[config.mk]
export PLATFORM = sky130hd
export DESIGN_NAME = reg_pipe
export DESIGN_NICKNAME = d
export VERILOG_FILES = /design/src/rtl/reg_pkg.sv /design/src/rtl/reg_stage.sv /design/src/rtl/reg_pipe.sv
export SDC_FILE = /design/constraint.sdc
export NUM_CORES = 1
export LEC_CHECK = 0
export ABC_AREA = 1
export CORE_MARGIN = 2
export CORE_UTILIZATION = 45
export DETAILED_ROUTE_END_ITERATION = 8
export PLACE_DENSITY = 0.88
export SYNTH_ARGS = -nofsm -noshare
export SYNTH_HDL_FRONTEND = slang
export SYNTH_SLANG_ARGS = --single-unit
[constraint.sdc]
create_clock -name clock -period 2.2 [get_ports clock]
set_input_delay 0.44 -clock clock [delete_from_list [all_inputs] [get_ports clock]]
set_output_delay 0.44 -clock clock [all_outputs]
set_load 0.05 [all_outputs]
[src/rtl/reg_pkg.sv]
`default_nettype none
// +----------------------------------------------------------------------+
// | reg_pkg : shared helpers for the reg_pipe register pipeline          |
// | Rev 1.0                                                              |
// +----------------------------------------------------------------------+
package reg_pkg;

  // Width of an occupancy counter that must represent 0..depth inclusive.
  function automatic int count_width(input int depth);
    return $clog2(depth + 1);
  endfunction

endpackage
`default_nettype wire

[src/rtl/reg_stage.sv]
`default_nettype none
// +----------------------------------------------------------------------+
// | reg_stage : one data register plus valid bit, with enable and flush  |
// | Rev 1.0                                                              |
// +----------------------------------------------------------------------+
module reg_stage
  import reg_pkg::*;
#(
  parameter int              WIDTH = 8,
  parameter logic [WIDTH-1:0] INIT = '0
) (
  input  logic             clock,
  input  logic             reset,
  input  logic             en,
  input  logic             flush,
  input  logic [WIDTH-1:0] d,
  input  logic             d_valid,
  output logic [WIDTH-1:0] q,
  output logic             q_valid
);

  logic [WIDTH-1:0] data_d, data_q;
  logic             valid_d, valid_q;

  always_comb begin
    data_d  = data_q;
    valid_d = valid_q;
    if (flush) begin
      data_d  = INIT;
      valid_d = 1'b0;
    end else if (en) begin
      data_d  = d;
      valid_d = d_valid;
    end
  end

  always_ff @(posedge clock or negedge reset) begin
    if (!reset) begin
      data_q  <= INIT;
      valid_q <= 1'b0;
    end else begin
      data_q  <= data_d;
      valid_q <= valid_d;
    end
  end

  assign q       = data_q;
  assign q_valid = valid_q;

endmodule
`default_nettype wire

[src/rtl/reg_pipe.sv]
`default_nettype none
// +----------------------------------------------------------------------+
// | reg_pipe : DEPTH-stage valid-tagged register pipeline with occupancy |
// | Rev 1.0                                                              |
// +----------------------------------------------------------------------+
module reg_pipe
  import reg_pkg::*;
#(
  parameter int               WIDTH = 8,
  parameter int               DEPTH = 2,
  parameter logic [WIDTH-1:0] INIT  = '0
) (
  input  logic                            clock,
  input  logic                            reset,
  input  logic [WIDTH-1:0]                a,
  input  logic                            in_valid,
  input  logic                            en,
  input  logic                            flush,
  output logic [WIDTH-1:0]                y,
  output logic                            y_valid,
  output logic [count_width(DEPTH)-1:0]   count,
  output logic                            full,
  output logic                            empty
);

  localparam int CW = count_width(DEPTH);

  typedef struct packed {
    logic             valid;
    logic [WIDTH-1:0] data;
  } stage_t;

  if (DEPTH < 1) begin : g_bad_depth
    $error("reg_pipe: DEPTH must be at least 1");
  end

  stage_t           stage_in [DEPTH];
  logic [WIDTH-1:0] q_data   [DEPTH];
  logic [DEPTH-1:0] q_valid;

  // Stage 0 takes the external input; every later stage takes its predecessor.
  always_comb begin
    stage_in[0].valid = in_valid;
    stage_in[0].data  = a;
    for (int i = 1; i < DEPTH; i++) begin
      stage_in[i].valid = q_valid[i-1];
      stage_in[i].data  = q_data[i-1];
    end
  end

  for (genvar g = 0; g < DEPTH; g++) begin : g_stage
    reg_stage #(
      .WIDTH (WIDTH),
      .INIT  (INIT)
    ) u_stage (
      .clock   (clock),
      .reset   (reset),
      .en      (en),
      .flush   (flush),
      .d       (stage_in[g].data),
      .d_valid (stage_in[g].valid),
      .q       (q_data[g]),
      .q_valid (q_valid[g])
    );
  end

  logic [CW-1:0] count_d, count_q;

  // Entry and exit on the same edge cancel; exit uses the pre-edge last valid.
  always_comb begin
    count_d = count_q;
    if (flush) begin
      count_d = '0;
    end else if (en) begin
      count_d = count_q + CW'(in_valid) - CW'(q_valid[DEPTH-1]);
    end
  end

  always_ff @(posedge clock or negedge reset) begin
    if (!reset) begin
      count_q <= '0;
    end else begin
      count_q <= count_d;
    end
  end

  always_ff @(posedge clock) begin
    if (reset && en && !flush) begin
      assert ((int'(count_q) + int'(in_valid) - int'(q_valid[DEPTH-1])) inside {[0:DEPTH]})
        else $error("reg_pipe: occupancy out of range");
    end
  end

  assign y       = q_data[DEPTH-1];
  assign y_valid = q_valid[DEPTH-1];
  assign count   = count_q;
  assign full    = (count_q == CW'(DEPTH));
  assign empty   = (count_q == '0);

endmodule
`default_nettype wire

# After elaboration in Yosys (flattened, before gate mapping)
# Cells that the tools add are included.
word_totals:
  mem_bits_rw: 0
  inputBits: 13
  elab_cells: 20
  out_inout_bits: 13
  latchBits: 0
  mem_bits_ro: 0
  mem_count: 0
  reg_bits: 20
classes:
  shift: 0
  reduce_logical: 2
  div_mod_pow: 0
  n_mux: 10
  n_mul: 0
  n_lt_le_gt_ge: 0
  eq_ne: 1
  n_addsub: 2
  bitwise: 0
op_table:
  columns: ["op", "n"]
  rows:
  - ["$mux W8", 4]
  - ["$mux W1", 4]
  - ["$mux W2", 2]
  - ["$add A2 B1 Y2", 1]
  - ["$eq A2 B2 Y1 const B", 1]
  - ["$logic_not A2 Y1", 1]
  - ["$reduce_bool A2 Y1", 1]
  - ["$sub A2 B1 Y2", 1]

# Logic depth before layout (Yosys ltp)
depth:
  word_depth: 4
  ltp_mapped: 7

# By module
# Synthesis repeated with hierarchy kept, for this count alone.
unflattened:
  cells_unflattened: 100
  area_unflattened_um2: 898.4
modules_own_cells:
  columns: ["mod", "area_each_um2", "cells_each", "seq_area_each_um2", "instances"]
  rows:
  - ["reg_stage", 372.9, 39, 225.2, 2]
  - ["reg_pipe", 152.6, 22, 50.0, 1]

# Worst setup path after synthesis
# Ideal clock, no wire load.
synth_timing:
  path_type: "flip-flop to output port"
  startpoint: "register count_q[1], in the netlist count[1]"
  endpoint: "output full"
  path_buffers: 0
  stages_incl_launch_ff: 3
  slack_ps: 288
  t_arrival_ps: 1472
  path_cell_list: "dfrtp_1 -> inv_1 -> nor2_1"
synth_between:
  elab_chain_cells: 1
synth_lines:
  columns: ["item", "line_no", "rtl"]
  rows:
  - ["start: declaration", "reg_pipe.sv:67", "logic [CW-1:0] count_d, count_q;"]
  - ["start signal: assignment", "reg_pipe.sv:83", "count_q <= count_d;"]
  - ["$eq A2 B2 Y1", "reg_pipe.sv:97", "assign full = (count_q == CW'(DEPTH));"]
  - ["end: declaration", "reg_pipe.sv:22", "output logic full,"]
# No other way between the ends.

# Worst setup path after layout
layout_timing:
  startpoint: "register count_q[1], in the netlist count[1]"
  endpoint: "output empty"
layout_between:
  elab_chain_cells: 1
layout_lines:
  columns: ["item", "line_no", "rtl"]
  rows:
  - ["$logic_not A2 Y1", "reg_pipe.sv:98", "assign empty = (count_q == '0);"]
  - ["end: declaration", "reg_pipe.sv:23", "output logic empty"]
# No other way between the ends.

==> run summary <==
outcome: complete, no violations
top post-synthesis cells by count: nand2_1 (25), dfrtp_1 (20), inv_1 (14)
Layout area overhead: 37.6%
Sw Pwr: 0.000207 W
largest net degree at the start of global routing: 21
Slew headroom: 66.3%
GRT Overall Usage: 17.3%
cts bufs inserted: 3
Post-Syn Nets: 106
via/cell ratio: 4.74
Reg clk slew, reported paths: 0.11 ns
Syn Area/Cell: 9.24 µm²
CP endpoint kind: primary output
Seq/Total Area, Yosys: 59.5%
crit start category: register
Placed Area: 1120 µm²
Final min period: 2.08 ns
RSZ-0062 raised after global routing: false
Synth Warn #: 0
CTS tree: built
# diodes: 0
first-pass GRT wire length: 2.69 mm
number of synthesized flops with an enable pin: 0
drt wl/cell: 11.5 µm
Cell Area, Synth: 841 µm²
Combinational Power Share: 19.9%
DIE HEIGHT: 47.2 µm
Synth Area in Compound Gates: 11.3%
#FFs+latches synth: 20
number of endpoints failing setup at the final stage: 0
Fin. Hold Viols: 0
leakage power: 0.543 nW
Seq pwr share: 52.6%
final wirelength: 1.67 mm
hold slack: 0.474 ns
Remaining DRCs: 0
HPWL after DPL: 1.25 mm
initial antenna violation count: 0
Boundary Pins: 26
number of H-tree levels: 1
Iter 0 DRT Violations: 11
DP Cell Count: 141
switch share: 27.7%
final RePlAce weighted congestion: 0.719
Clk pwr share: 27.6%
via count: 688
post-route insts no fill: 145
crit share post-route: 94.3%
CP required: 1.76 ns
Yosys top cell area share: 59.5%
mux cell area share after synthesis: 0%
num rows: 15
DRT antenna net count: 0
clock latency on the worst-skew pair: 0.29 ns
worst slack, placed: 0.372 ns
IO buf count: 25
Synth cell types: 15
final setup TNS: 0 ns
number of global-route vias before repair: 644
total die area: 2230 µm²
nets@finish: 136
Pwr per Cell Area: 647 nW/µm²
Setup WS post-layout: 0.125 ns
xor and xnor area share after synthesis: 0%
Max Root-Sink Buffers: 2
critical path fanouts, max: 6
final instance area: 1160 µm²
ys flop type: dfrtp_1
Pins Over Slew Limit: 0
post-CTS setup buffer count: 0
worst vdd ir: 0.447 mV
ratio of cells with drive above 1 in the final layout: 9.17%
largest family of logic cells by synthesized area: simple AND/OR/NAND/NOR gates
CP Class: register to primary output
length of the first detailed-routing pass in iterations: 4
HP Class: primary input to async pin
Synth Instances: 91
post-synthesis async set-or-reset flop share: 100%
Setup Skew: 0.00247 ns
simple-gate share of the synthesized area: 16.8%
most frequent cell after synthesis: nand2_1
clock root buffer: clkbuf_4
Arr. time, crit path: 1.64 ns
total gr overflow: 0
Die Width: 47.2 µm
adder-cell share of the synthesized area: 2.98%
Synth area leaders: dfrtp_1 (60%), nand2_1 (11%), o21ai_0 (7.7%)
clock net sink count: 20
internal power: 0.000542 W
Core ar.: 1750 µm²
Starting Density: 48.2%
Fmax: 0.482 GHz
Tightest Pin Transition: 0.503 ns
max-cap viol count: 0
dominant cell type by area after synthesis: dfrtp_1
[layer usage]
metal / part of all wire [%] / up-vias / GRT usage (%) / routed length [µm]
met1: 45 / 322 / 23.3 / 757
li1: - / 337 / - / -
met3: 5.5 / 4 / 4.23 / 92
met2: 48 / 25 / 26.5 / 802
met4: 1.3 / 0 / 7.22 / 21
met5: 0 / - / 0 / 0
[registers in the layout, indices dropped and copies added, names as in the netlist]
name                     flops
g_stage.u_stage.q_valid      2
g_stage.u_stage.q           16
count                        2
[kinds of logic (layout without fill, tap and decap cells)]
logic type | Yosys count | in the layout
simple gates | 32 | 32
flops | 20 | 20
compound gates | 19 | 19
buf+inv | 18 | 47
fa+ha+maj | 2 | 2
[area by class of cell]
cell class	count	area, µm²
Timing Repair Buffer	27	268
Clock buffer	4	36.3
Inverter	16	60.1
Sequential cell	20	500
Multi-Input combinational cell	53	262
Fill cell	145	588
Tap cell	25	31.3
[final timing paths]
| check | startpoint | end | slack [ns] | cells past startpoint |
|---|---|---|---|---|
| max in group asynchronous | reset | g_stage[1].u_stage.q_valid$_DFFE_PN0P_ | 1.52 | 2 |
| hold / removal | reset | g_stage[1].u_stage.q[5]$_DFFE_PN0P_ | 0.47 | 2 |
| setup reg to reg | count[0]$_DFFE_PN0P_ | count[1]$_DFFE_PN0P_ | 0.85 | 7 |
| hold reg to reg | g_stage[1].u_stage.q[3]$_DFFE_PN0P_ | g_stage[1].u_stage.q[3]$_DFFE_PN0P_ | 0.49 | 2 |
| min in group clock | g_stage[1].u_stage.q[3]$_DFFE_PN0P_ | g_stage[1].u_stage.q[3]$_DFFE_PN0P_ | 0.49 | 2 |
| setup / recovery | count[1]$_DFFE_PN0P_ | empty | 0.12 | 2 |
[critical path: stages, from the launching register on]
cell             delay (ns)
dfrtp_1                0.44
nor2_1                 0.10
clkdlybuf4s50_1        0.80
[repair_timing]
action,CTS,global route
hold buffers,0,0
endpoints found under the setup margin,0,1
gates resized for setup,0,1
[cells in the final DEF, fill, tap and decap left out, types with 2 or more instances in the layout]
| cell | count |
|---|---|
| o21ai_1 | 6 |
| o21ai_0 | 13 |
| clkdlybuf4s50_1 | 24 |
| nand2_1 | 25 |
| buf_4 | 2 |
| dfrtp_1 | 20 |
| inv_1 | 14 |
| clkbuf_4 | 3 |
| nor2_1 | 2 |
| inv_2 | 2 |
| ha_1 | 2 |
[stage by stage]
stage | power [W] | util, %
floorplan | 0.000485 | -
global placement | 0.000546 | 64.1
detailed placement | 0.000551 | 64.1
CTS | 0.000755 | 66.2
global route | 0.000779 | 66.3
finish | 0.000749 | 66.3
[power groups by stage]
stage	registers, W	logic [W]	clock network, W
2_1_floorplan	0.000430	0.0000550	0
3_3_place_gp	0.000400	0.000146	0
3_5_place_dp	0.000401	0.000150	0
4_1_cts	0.000394	0.000151	0.000210
5_1_grt	0.000396	0.000162	0.000221
6_report	0.000394	0.000149	0.000206
Note: power is estimated with default switching activity, not from simulation.
